<file path="src/rtl/gate_pkg.sv">
// Shared types and the reference gate function for the gate self-check sequencer.
package gate_pkg;

  typedef enum logic [1:0] {GATE_AND, GATE_OR, GATE_XOR, GATE_NAND} gate_op_t;

  typedef enum logic [1:0] {IDLE, SETTLE, CHECK, DONE} gts_state_t;

  // Only the low n bits of v are meaningful; higher bits are ignored.
  function automatic logic gate_ref(gate_op_t op, logic [7:0] v, int n);
    logic a;
    logic o;
    logic x;
    a = 1'b1;
    o = 1'b0;
    x = 1'b0;
    for (int i = 0; i < 8; i++) begin
      if (i < n) begin
        a = a & v[i];
        o = o | v[i];
        x = x ^ v[i];
      end
    end
    case (op)
      GATE_AND:  gate_ref = a;
      GATE_OR:   gate_ref = o;
      GATE_XOR:  gate_ref = x;
      GATE_NAND: gate_ref = ~a;
      default:   gate_ref = a;
    endcase
  endfunction

endpackage

</file>
<file path="src/rtl/gate_test_seq_settle_timer.sv">
// Loadable down-counter that holds at zero; zero flags the end of a settle window.
module settle_timer #(
  parameter int W = 3
) (
  input  logic         clk,
  input  logic         rst,
  input  logic         load,
  input  logic         en,
  input  logic [W-1:0] load_val,
  output logic         zero
);

  logic [W-1:0] count;

  always_ff @(posedge clk) begin
    if (rst) begin
      count <= '0;
    end else if (load) begin
      count <= load_val;
    end else if (en && (count != '0)) begin
      count <= count - 1'b1;
    end
  end

  assign zero = (count == '0);

endmodule

</file>
<file path="src/rtl/gate_test_seq.sv">
// Walks a gate's inputs through every vector, samples its output after a settle
// window and reports pass/fail, mismatch count and the first failing vector.
//
// state  | meaning
// IDLE   | waiting for start; results of the last run held
// SETTLE | vector applied, settle timer counting down
// CHECK  | dut_y compared against the reference for one cycle
// DONE   | one-cycle done pulse, pass/err_cnt final
module gate_test_seq
  import gate_pkg::*;
#(
  parameter int       N_IN          = 2,
  parameter int       SETTLE_CYCLES = 4,
  parameter gate_op_t OP            = GATE_AND
) (
  input  logic            clk,
  input  logic            rst,
  input  logic            start,
  output logic [N_IN-1:0] stim,
  input  logic            dut_y,
  output logic            busy,
  output logic            done,
  output logic            pass,
  output logic [N_IN:0]   err_cnt,
  output logic [N_IN-1:0] first_err_vec
);

  localparam int            TW       = $clog2(SETTLE_CYCLES) + 1;
  localparam logic [TW-1:0] LOAD_VAL = TW'(SETTLE_CYCLES - 1);

  gts_state_t      state;
  logic [N_IN-1:0] vec;
  logic            exp_y;
  logic            mism;
  logic            tmr_load;
  logic            tmr_zero;

  assign exp_y    = gate_ref(OP, 8'(vec), N_IN);
  assign tmr_load = ((state == IDLE) && start) || (state == CHECK);
  assign stim     = vec;

  // Written so that an unknown dut_y falls through to a mismatch.
  always_comb begin
    mism = 1'b1;
    if (dut_y == exp_y) mism = 1'b0;
  end

  settle_timer #(.W(TW)) u_timer (
    .clk      (clk),
    .rst      (rst),
    .load     (tmr_load),
    .en       (state == SETTLE),
    .load_val (LOAD_VAL),
    .zero     (tmr_zero)
  );

  always_ff @(posedge clk) begin
    if (rst) begin
      state         <= IDLE;
      vec           <= '0;
      busy          <= 1'b0;
      done          <= 1'b0;
      pass          <= 1'b0;
      err_cnt       <= '0;
      first_err_vec <= '0;
    end else begin
      done <= 1'b0;
      case (state)
        IDLE: begin
          if (start) begin
            state   <= SETTLE;
            vec     <= '0;
            err_cnt <= '0;
            pass    <= 1'b0;
            busy    <= 1'b1;
          end
        end
        SETTLE: begin
          if (tmr_zero) state <= CHECK;
        end
        CHECK: begin
          if (mism) begin
            err_cnt <= err_cnt + 1'b1;
            if (err_cnt == '0) first_err_vec <= vec;
          end
          if (vec == '1) begin
            state <= DONE;
            done  <= 1'b1;
            pass  <= (err_cnt == '0) && !mism;
          end else begin
            vec   <= vec + 1'b1;
            state <= SETTLE;
          end
        end
        DONE: begin
          state <= IDLE;
          busy  <= 1'b0;
        end
        default: state <= IDLE;
      endcase
    end
  end

endmodule

</file>
<file path="config.mk">
export PLATFORM = sky130hd
export DESIGN_NAME = gate_test_seq
export DESIGN_NICKNAME = d
export VERILOG_FILES = /design/src/rtl/gate_pkg.sv /design/src/rtl/gate_test_seq_settle_timer.sv /design/src/rtl/gate_test_seq.sv
export SDC_FILE = /design/constraint.sdc
export NUM_CORES = 1
export LEC_CHECK = 0
export BUFFER_PORTS_ARGS = -buffer_cell sky130_fd_sc_hd__buf_2
export CELL_PAD_IN_SITES_DETAIL_PLACEMENT = 0
export CELL_PAD_IN_SITES_GLOBAL_PLACEMENT = 2
export CORE_ASPECT_RATIO = 1.5
export CORE_UTILIZATION = 29
export DETAILED_ROUTE_END_ITERATION = 10
export PLACE_DENSITY_LB_ADDON = 0.12
export SLEW_MARGIN = 5
export SYNTH_ARGS = -nofsm -noshare
export SYNTH_HDL_FRONTEND = slang
export SYNTH_HIERARCHICAL = 1
export SYNTH_SLANG_ARGS = --single-unit
</file>
<file path="constraint.sdc">
create_clock -name clk -period 1.4 [get_ports clk]
set_input_delay 0.28 -clock clk [delete_from_list [all_inputs] [get_ports clk]]
set_output_delay 0.28 -clock clk [all_outputs]
set_load 0.01 [all_outputs]
</file>
==> results.md <==
* Run status: completed
* # H-tree levels at 1
* Layout overhead on the synthesized area at 39.3%
* Most area-hungry cell type in the Yosys netlist: sky130_fd_sc_hd__dfxtp_1
* Flop2flop setup slack at 0.04 ns
* Synthesized area per cell at 9.17 µm²
* Width of the die at 46.0 µm
* Hold Vio Cnt, Final at 0
* Pwr Density at 935 mW/mm²
* RSZ-0062 raised after global routing: yes
* Source-to-sink clock delay at the later pin of the worst-skew pair at 0.25 ns
* Final Wtd Congestion at 0.745
* Primary FF master, synth: sky130_fd_sc_hd__dfxtp_1
* Count of flip-flops with a built-in enable after synthesis at 0
* Crit-path max FO at 4
* CORE AREA at 0.00271 mm²
* Cell types with the highest counts after synthesis: 15 x sky130_fd_sc_hd__dfxtp_1, 10 x sky130_fd_sc_hd__nand2_1, 8 x sky130_fd_sc_hd__inv_1
* Min Clock Period, post-route at 1.36 ns
* First-pass GRT wire length at 3180 µm
* Post-route design area at 0.00117 mm²
* CTS tree: yes
* Largest net degree at the start of global routing at 17
* Clk buf depth at 2
* Max-slew violation count at 0
* Critical path startpoint: u_timer/count[1]
* Top-level port count at 14
* Cts bufs inserted at 3
* Post-synth cell types at 34
* Final setup violation count at 0
* Worst Path Required at 1.58 ns
* Vias post-DR at 728
* Clock Pin Slew Worst Setup and Hold Paths at 0.06 ns
* Number of antenna violations at the first check in global routing at 0
* Proportion of synthesized chip area in sequential cells at 35.6%
* Via count of the first global-routing pass at 726
* Root cell of the clock tree: sky130_fd_sc_hd__clkbuf_8
* Routed len/inst at 12.0 µm
* Area of placed instances at 0.00105 mm²
* Mapped Cells at 92
* DRT iter0 DRCs at 9
* Clk_skew at 0.00163 ns
* Slack of the critical path at 0.0427 ns
* Setup Slack @ Placement at -0.0465 ns
* Kind of end point of the critical path: flop
* Hold Crit Start: rst
* Routed WL at 1940 µm
* CP Launch Type: flop
* Total routing resource utilization after global routing at 14.4%
* Total standard cell area after synthesis at 843 µm²
* Reported max-cap violation count at 0
* Number of clock sinks at 15
* Ratio of cells with drive above 1 in the final layout at 42.7%
* R2R Path Start: u_timer/count[1]
* Area fraction of the dominant cell type after synthesis at 35.6%
* Overflow left after global routing at 0
* Max frequency at 0.737 GHz
* Site Rows at 23
* Area enclosed by the die boundary at 0.00313 mm²
* Antenna violation net count after detailed routing at 0
* Share of the clock period used by the worst path at 96.9%
* Critical path class: reg2reg
* Hold Path Class: in2reg
* Critical path arrival at 1.54 ns
* Count of port buffers added during placement at 13
* Synth Register Bits at 15
* Detailed-route vias per instance at 4.52
* Overall die height at 68.0 µm
* Worst vdd rail ir drop at 394 µV
* Synthesis warning total at 6
* Count of inserted antenna diode cells at 0
* DR DRC count at 0
* Cell types occupying the most area after synthesis: sky130_fd_sc_hd__dfxtp_1 36%, sky130_fd_sc_hd__ha_1 8.9%, sky130_fd_sc_hd__nand2_1 4.5%
* Most common cell in the netlist: sky130_fd_sc_hd__dfxtp_1
* Async S/R FF share, synth at 0%
* Post-detailed-placement half-perimeter wirelength at 1430 µm
* Drt pass-1 iters at 4
* Initial core utilization at 31.2%
* Static Leak at 0.510 nW
* Number of nets in the finished design at 135
timing repair:
item | CTS | global route
pin swaps | 5 | 3
endpoints found under the hold margin | 0 | 0
hold buffers | 0 | 0
setup endpoints to repair | 2 | 6
setup buffers | 1 | 1
resized for setup | 6 | 7
where the power goes:
part           switching, mW  leakage, nW  internal, mW  total (mW)
logic                  0.115        0.364         0.148       0.263
registers             0.0193        0.124         0.450       0.469
clock network          0.164       0.0228         0.202       0.366
total                  0.298        0.510         0.800        1.10
final timing paths:
kind                            to  cells after the start
hold reg to reg   first_err_vec[1]                      2
hold / removal            state[1]                      2
setup reg to reg  u_timer/count[2]                      6
setup / recovery  u_timer/count[2]                      6
logic make-up after synthesis:
| group | share of synthesized area, % |
|---|---|
| AO/OA/AOI/OAI | 13.9 |
| XOR/XNOR | 2.97 |
| adder cells (fa/ha/maj) | 8.90 |
| buffers and inverters | 6.38 |
| flip-flops | 35.6 |
| multiplexers | 4.90 |
| other | 0.891 |
| AND/OR/NAND/NOR | 26.4 |
layout make-up:
cell class | count | area, µm²
Fill cell | 307 | 1530
Multi-Input combinational cell | 67 | 556
Sequential cell | 15 | 305
Timing Repair Buffer | 30 | 193
Tap cell | 37 | 46.3
Clock buffer | 4 | 45.0
Inverter | 8 | 30.0
state kept, by name, summed over array words and instances (netlist names):
register,flops
err_cnt,3
busy,1
pass,1
stim,2
state,2
u_timer/count,3
first_err_vec,2
done,1
critical path, cell delays in order, from the launching register on:
cell and delay [ns]:
sky130_fd_sc_hd__dfxtp_2 0.33, sky130_fd_sc_hd__inv_2 0.04, sky130_fd_sc_hd__ha_4 0.15, sky130_fd_sc_hd__ha_4 0.15, sky130_fd_sc_hd__nand2b_4 0.14, sky130_fd_sc_hd__or3_1 0.31
sky130_fd_sc_hd__a31oi_1 0.16
metrics by stage:
| stage | cells | utilization (%) | hold slack [ns] | total power, mW | TNS (ns) |
|---|---|---|---|---|---|
| after floorplan | 93 | - | 0.349 | 0.605 | 0 |
| after global placement | 155 | 39.0 | 0.443 | 0.695 | 0 |
| after detailed placement | 155 | 39.0 | 0.446 | 0.700 | -0.0785 |
| after CTS | 160 | 41.5 | 0.393 | 1.09 | 0 |
| after global routing | 161 | 43.4 | 0.418 | 1.16 | -0.0119 |
| final | 161 | 43.4 | 0.398 | 1.10 | 0 |
layer usage:
| layer | track usage, % | share of wire [%] | vias up |
|---|---|---|---|
| met1 | 15.8 | 43 | 337 |
| met3 | 2.37 | 2.4 | 4 |
| met2 | 25.2 | 53 | 11 |
| met4 | 7.72 | 1.9 | 0 |
| met5 | 0 | 0 | - |
| li1 | - | - | 376 |
cell usage in the layout, fill, tap and decap left out, types with 2 or more instances in the layout:
| cell type | Yosys | final |
|---|---|---|
| sky130_fd_sc_hd__buf_2 | 1 | 13 |
| sky130_fd_sc_hd__dfxtp_1 | 15 | 11 |
| sky130_fd_sc_hd__inv_2 | 0 | 2 |
| sky130_fd_sc_hd__ha_1 | 6 | 3 |
| sky130_fd_sc_hd__a21oi_1 | 4 | 4 |
| sky130_fd_sc_hd__conb_1 | 2 | 3 |
| sky130_fd_sc_hd__nor3b_1 | 3 | 2 |
| sky130_fd_sc_hd__mux2i_1 | 3 | 3 |
| sky130_fd_sc_hd__dfxtp_2 | 0 | 4 |
| sky130_fd_sc_hd__nand3b_1 | 2 | 2 |
| sky130_fd_sc_hd__buf_4 | 1 | 17 |
| sky130_fd_sc_hd__nor4b_2 | 0 | 2 |
| sky130_fd_sc_hd__ha_4 | 0 | 2 |
| sky130_fd_sc_hd__or3_1 | 2 | 2 |
| sky130_fd_sc_hd__nand2b_1 | 3 | 3 |
| sky130_fd_sc_hd__nor2_1 | 4 | 4 |
| sky130_fd_sc_hd__a31oi_1 | 4 | 4 |
| sky130_fd_sc_hd__nand2_1 | 10 | 10 |
| sky130_fd_sc_hd__nand3_1 | 2 | 2 |
| sky130_fd_sc_hd__clkbuf_8 | 0 | 3 |
| sky130_fd_sc_hd__inv_1 | 8 | 6 |
| sky130_fd_sc_hd__nor3b_2 | 1 | 2 |
| sky130_fd_sc_hd__a31o_1 | 2 | 2 |
No activity file was read; power rests on OpenSTA's default activity.
